--- src/rtl/aftab_serial_sign_restore.sv ---
// Bit-serial sign restoration for the AFTAB multiplier/divider result path.
// Turns unsigned quotient/remainder magnitudes into two's-complement words, one bit per clock.
module aftab_serial_sign_restore #(
    parameter int size = 33
) (
    input  logic            clk,
    input  logic            rst,
    input  logic            start,
    input  logic            negQ,
    input  logic            negR,
    input  logic [size-1:0] quotientIn,
    input  logic [size-1:0] remainderIn,
    output logic            busy,
    output logic            done,
    output logic [size-1:0] quotientOut,
    output logic [size-1:0] remainderOut,
    output logic            overflow
);

    localparam int CW = (size > 1) ? $clog2(size) : 1;

    typedef enum logic [1:0] {
        IDLE  = 2'd0,
        SHIFT = 2'd1,
        DONE  = 2'd2
    } state_t;

    state_t          r_state;
    state_t          w_nextState;
    logic [size-1:0] r_sq;
    logic [size-1:0] r_sr;
    logic            r_negQ;
    logic            r_negR;
    logic            r_seenQ;
    logic            r_seenR;
    logic [CW-1:0]   r_count;
    logic            r_pendOvf;

    logic            w_oQ;
    logic            w_oR;
    logic [size-1:0] w_sqNext;
    logic [size-1:0] w_srNext;
    logic            w_lastBit;
    logic            w_capOvf;

    // A positive result must fit below 2^(size-1); a negative one may reach exactly -2^(size-1).
    function automatic logic ovf(input logic [size-1:0] m, input logic n);
        return m[size-1] & (~n | (|m[size-2:0]));
    endfunction

    assign w_oQ      = r_negQ ? (r_sq[0] ^ r_seenQ) : r_sq[0];
    assign w_oR      = r_negR ? (r_sr[0] ^ r_seenR) : r_sr[0];
    assign w_sqNext  = {w_oQ, r_sq[size-1:1]};
    assign w_srNext  = {w_oR, r_sr[size-1:1]};
    assign w_lastBit = (r_count == CW'(size - 1));
    assign w_capOvf  = ovf(quotientIn, negQ) | ovf(remainderIn, negR);

    always_ff @(posedge clk or posedge rst) begin
        if (rst) begin
            r_state <= IDLE;
        end else begin
            r_state <= w_nextState;
        end
    end

    always_comb begin
        w_nextState = r_state;
        busy        = 1'b0;
        done        = 1'b0;
        case (r_state)
            IDLE: begin
                if (start) begin
                    w_nextState = SHIFT;
                end
            end
            SHIFT: begin
                busy = 1'b1;
                if (w_lastBit) begin
                    w_nextState = DONE;
                end
            end
            DONE: begin
                busy        = 1'b1;
                done        = 1'b1;
                w_nextState = IDLE;
            end
            default: w_nextState = IDLE;
        endcase
    end

    // Results are published from the final shifted value so they land on the same edge as the last bit.
    always_ff @(posedge clk or posedge rst) begin
        if (rst) begin
            r_sq         <= '0;
            r_sr         <= '0;
            r_negQ       <= 1'b0;
            r_negR       <= 1'b0;
            r_seenQ      <= 1'b0;
            r_seenR      <= 1'b0;
            r_count      <= '0;
            r_pendOvf    <= 1'b0;
            quotientOut  <= '0;
            remainderOut <= '0;
            overflow     <= 1'b0;
        end else begin
            case (r_state)
                IDLE: begin
                    if (start) begin
                        r_sq      <= quotientIn;
                        r_sr      <= remainderIn;
                        r_negQ    <= negQ;
                        r_negR    <= negR;
                        r_seenQ   <= 1'b0;
                        r_seenR   <= 1'b0;
                        r_count   <= '0;
                        r_pendOvf <= w_capOvf;
                    end
                end
                SHIFT: begin
                    r_sq    <= w_sqNext;
                    r_sr    <= w_srNext;
                    r_seenQ <= r_seenQ | r_sq[0];
                    r_seenR <= r_seenR | r_sr[0];
                    r_count <= r_count + CW'(1);
                    if (w_lastBit) begin
                        quotientOut  <= w_sqNext;
                        remainderOut <= w_srNext;
                        overflow     <= r_pendOvf;
                    end
                end
                default: begin
                end
            endcase
        end
    end

endmodule

--- config.mk ---
export PLATFORM = sky130hd
export DESIGN_NAME = aftab_serial_sign_restore
export DESIGN_NICKNAME = d
export VERILOG_FILES = /design/src/rtl/aftab_serial_sign_restore.sv
export SDC_FILE = /design/constraint.sdc
export NUM_CORES = 1
export LEC_CHECK = 0
export BUFFER_PORTS_ARGS = -buffer_cell sky130_fd_sc_hd__buf_2
export CORE_MARGIN = 2
export CORE_UTILIZATION = 45
export CTS_CLUSTER_DIAMETER = 60
export DETAILED_ROUTE_END_ITERATION = 8
export PLACE_DENSITY = 0.68
export SYNTH_ARGS = -nofsm -noshare
export SYNTH_HDL_FRONTEND = slang
export SYNTH_SLANG_ARGS = --single-unit
--- constraint.sdc ---
create_clock -name clk -period 8.34 [get_ports clk]
set_input_delay 0.417 -clock clk [delete_from_list [all_inputs] [get_ports clk]]
set_output_delay 0.417 -clock clk [all_outputs]
set_load 0.005 [all_outputs]
**Yosys cells after proc, flatten, opt, wreduce, memory -nomap -nowiden**

Cells that the tools add are included.
W data, S select, Z words.

- Register bits after elaboration: 146
- Bits of input ports: 71
- Output and inout bits: 69
- Word-level logic and storage cells: 54

- Add/subtract/negate cells: 1
- Eq/ne operators: 5
- Multiplexer cells: 16
- Bitwise operators: 11
- Reduce and logical (&&, ||, !) cells: 9

Operators by type and width:

| cell | count |
|---|---|
| $pmux W33 S2 | 2 |
| $mux W33 | 2 |
| $reduce_or A32 Y1 | 2 |
| $pmux W6 S2 | 1 |
| $reduce_and A2 Y1 | 4 |
| $add A6 B1 Y6 const B | 1 |
| $eq A6 B6 Y1 const B | 1 |
| $mux W6 | 1 |
| $mux W1 | 5 |
| $or A1 B1 Y1 | 5 |
| $mux W2 | 2 |
| $ne A2 B2 Y1 const B | 2 |
| $pmux W1 S2 | 2 |
| $pmux W2 S2 | 1 |
| $and A1 B1 Y1 | 2 |
| $eq A2 B1 Y1 const B | 1 |
| $eq A2 B2 Y1 const B | 1 |
| $logic_not A2 Y1 | 1 |
| $not A1 Y1 | 2 |
| $reduce_bool A2 Y1 | 1 |
| $reduce_or A2 Y1 | 1 |
| $xor A1 B1 Y1 | 2 |

**Logic depth before layout (Yosys ltp)**

- Depth after elaboration: 4
- Depth in mapped cells: 9
- Gate-level depth less buffers: 6

**Least setup slack after synthesis**

OpenSTA, ideal clock, no wires.

- Path type: flip-flop to flip-flop
- Start point: register r_state[0]
- End point: register r_sr[13]
- Arrival: 1.609 ns
- Slack: 6.605 ns
- Cell stages (with the launch flop): 9
- Buffers on the path: 3
- Clock period less this slack: 1.735 ns
- Cell sequence: dfrtp_1 inv_1 ha_1 mux2_2 buf_2 buf_2 buf_4 nor2_1 a21oi_1

- Word-level cells in the longest chain between the ends: 3
- Elaborated cells between the ends (all ways): 6
- Those cells by class: eq/ne (2); mux (1); reduce/logical (3)

Ends and longest elaborated chain:

| item | line | source |
|---|---|---|
| start, declared | 28 | `state_t r_state;` |
| start signal, assigned | 62 | `r_state <= w_nextState;` |
| $eq A2 B1 Y1 / $logic_not A2 Y1 (equally long branches) | 106 | `case (r_state)` |
| $reduce_bool A2 Y1 (no source line) / $ne A2 B2 Y1 (equally long branches) | -- |  |
| $reduce_and A2 Y1 (no source line) | -- |  |
| end signal, assigned | 110 | `r_sr <= remainderIn;` |
| end signal, assigned | 121 | `r_sr <= w_srNext;` |
| end, declared | 31 | `logic [size-1:0] r_sr;` |

Parallel ways exist; a longest one is shown, timed or not.
A chain may end at the register's enable or synchronous reset.

**Worst setup path after layout**

- Start point: register r_state[1]
- End point: register r_count[4]

- Word-level cells in the longest chain between the ends: 3
- Elaborated cells between the ends (all ways): 6
- Those cells by class: eq/ne (2); mux (1); reduce/logical (3)

Ends and longest elaborated chain:

| item | line | source |
|---|---|---|
| $eq A2 B1 Y1 / $logic_not A2 Y1 (equally long branches) | 106 |  |
| $reduce_bool A2 Y1 (no source line) / $ne A2 B2 Y1 (equally long branches) | -- |  |
| $reduce_and A2 Y1 (no source line) | -- |  |
| end signal, assigned | 124 | `r_count <= r_count + CW'(1);` |
| end, declared | 36 | `logic [CW-1:0] r_count;` |

Parallel ways exist; a longest one is shown, timed or not.

==> metrics.cfg <==
[route]
wirelength_um = 13900
postRouteAntennaNets = 0
drc = 0
dr.pass1.iters = 4
drt_iter0_drc = 221
viasPerCell = 5.21
wl_per_cell_um = 16.4
num_vias = 4428

[setup_path]
path_max_fanout = 91
cp.arrival_ns = 3.32
required_ns = 8.64
worstSetupEndpointType = register
critical_path_class = register to register
startpoint_type = register

[cts]
tritoncts = built
cts-root-buf = clkbuf_16
cts_resized = 0
cts_hold_buffers = 0
cts.clk_slew.worst_paths_ns = 0.06
cts_setup_buffers = 0
cts_buffers = 17
clkLatencyLatePin_ns = 0.42
cts-htree-levels = 4
clkSinkCount = 146
cts_buffer_depth = 2

[global_route]
grt_pass1_vias = 4445
grt_max_degree = 92
grt_usage = 0.193
grt_pass1_wl_um = 22300
grt_overflow = 0
antenna_found_initial = 2

[cells_and_area]
ff_latch_area_um2 = 3650
fill_cells = 1165
drive_gt1_frac = 0.368
area_growth_syn_to_layout_pct = 21.4
fin_nets = 735
multi_input_area_um2 = 2540
final_area_um2 = 7730

[yosys]
syn-cell-area_um2 = 6370
synthCells = 526
yosys-top-cells-area = dfrtp_1 (57%), mux2_2 (11%), mux2i_1 (10%)
async_reset_ff_frac = 1.00
yosys.area_share.simple = 0.0792
synth_top_area_share = 0.574
synthesis.nets = 604
syn_avg_cell_area_um2 = 12.1
synthMuxAreaShare = 0.228
synth_most_common_cell = dfrtp_1
ys_seq_area_frac = 0.574
synth-compound-area-share = 0.0686
synth_xor_xnor_area_share = 0.00550
synth-adder-area-share = 0.0138
synth_edf_count = 0
ys_types = 31
ys_ff_latch = 146
synth_ff_type = dfrtp_1
synth_top_family_by_area = multiplexers
synth_common_cells = dfrtp_1 (146), nor2_1 (71), a21oi_1 (66), mux2i_1 (66), mux2_2 (62)
yosys.area.top_type = dfrtp_1
ys_warn_count = 0

[placed_design]
place_area_um2 = 7180
gp_congestion = 0.824
port_buffers = 139
place_hpwl_um = 9630

[floorplanning]
ios = 140
start_util = 0.461
die_height_um = 123
die_w_um = 123
die_area_um2 = 15100
fp-row-count = 43
core-area_um2 = 13800

[timing]
fin_crit_sh = 0.362
fmax_mhz = 331
slew_viol_final = 0
finalSetupViolCount = 0
finalSetupTns_ns = 0
maxSlewHeadroom = 0.370
final.setup_skew_ns = 0.00639
period_needed_ns = 3.02
worst_slew_pin_slew_ns = 0.945
rsz0062_at_grt = false
hold_viol_final = 0

[power_and_ir_drop]
p_leak_nw = 3.98
powerDensity_nw_per_um2 = 313
peakVddDrop_uv = 181

[run_status]
status = finished clean

[hold_path]
hold_class = primary input to asynchronous set/reset pin

[flow_run]
maxCapViolCount = 0

## kinds of logic after synthesis
kind of cell,count (synthesis)
multiplexers,134
adder cells (fa/ha/maj),7
XOR/XNOR,4
AND/OR/NAND/NOR,111
buffers and inverters,41
flip-flops,146
AO/OA/AOI/OAI,83
## flip-flops by register name (all words and copies together) (netlist names)
| name | cells |
|---|---|
| r_sr | 33 |
| r_seenQ | 1 |
| r_negQ | 1 |
| r_sq | 33 |
| r_negR | 1 |
| remainderOut | 33 |
| overflow | 1 |
| quotientOut | 33 |
| r_count | 6 |
| r_pendOvf | 1 |
| r_seenR | 1 |
| r_state | 2 |
## cells in the final DEF (no fill, tap or decap), types with 9 or more instances in the layout
| master | instances |
|---|---|
| dfrtp_1 | 146 |
| inv_1 | 9 |
| mux2i_1 | 66 |
| nor4_1 | 12 |
| clkbuf_16 | 17 |
| buf_2 | 139 |
| nand2_1 | 10 |
| nor2_1 | 71 |
| mux2_2 | 61 |
| a21oi_1 | 66 |
## power by group
group          total (mW)  internal (mW)  switching (mW)
sequential           1.04          0.893           0.142
clock               0.702          0.406           0.295
combinational       0.686          0.291           0.395
## worst max-delay path, stage by stage (launching register included)
cell and delay [ns]:
dfrtp_1 0.38, inv_1 0.13, ha_4 0.56, mux2_4 0.55
buf_4 0.73, nand4_1 0.20, xor2_1 0.19, nor2_1 0.06
## layout make-up
| type | count | share of cell area |
|---|---|---|
| multi-input cells | 339 | 0.328 |
| flip-flops and latches | 146 | 0.473 |
| inverters | 10 | 0.00550 |
| diodes | 2 | 0.000648 |
| clock buffers | 17 | 0.0550 |
| clock inverters | 13 | 0.0147 |
| well taps | 180 | 0.0291 |
| repair buffers | 143 | 0.0939 |
## metal layers
layer,GRT usage,share of wire,vias up
li1,-,-,2128
met5,0,0.00093,-
met1,0.252,0.45,2168
met4,0.0661,0.012,2
met2,0.297,0.47,115
met3,0.0720,0.065,15
## path summary, 6_finish.rpt
| check | startpoint | end | slack (ns) | cells after the start |
|---|---|---|---|---|
| max | r_state[1] | r_count[4] | 5.32 | 7 |
| min | rst | r_sq[0] | 0.10 | 2 |
| max reg2reg | r_state[1] | r_count[4] | 5.32 | 7 |
| min reg2reg | quotientOut[32] | quotientOut[32] | 0.49 | 2 |
| max in group asynchronous | rst | r_count[1] | 6.84 | 3 |
| min in group clk | negR | r_negR | 0.27 | 2 |
## per-stage QoR
step,setup slack (ns),power [mW],hold WS (ns),util,cells
detailed placement,5.38,1.73,0.488,0.520,818
finish,5.32,2.42,0.103,0.559,850
global route,5.12,2.59,0.140,0.559,849
CTS,5.35,2.45,0.116,0.559,848
global placement,5.46,1.70,0.466,0.520,818
floorplan,4.00,1.57,0.467,-,526
No activity file was read; power rests on OpenSTA's default activity.
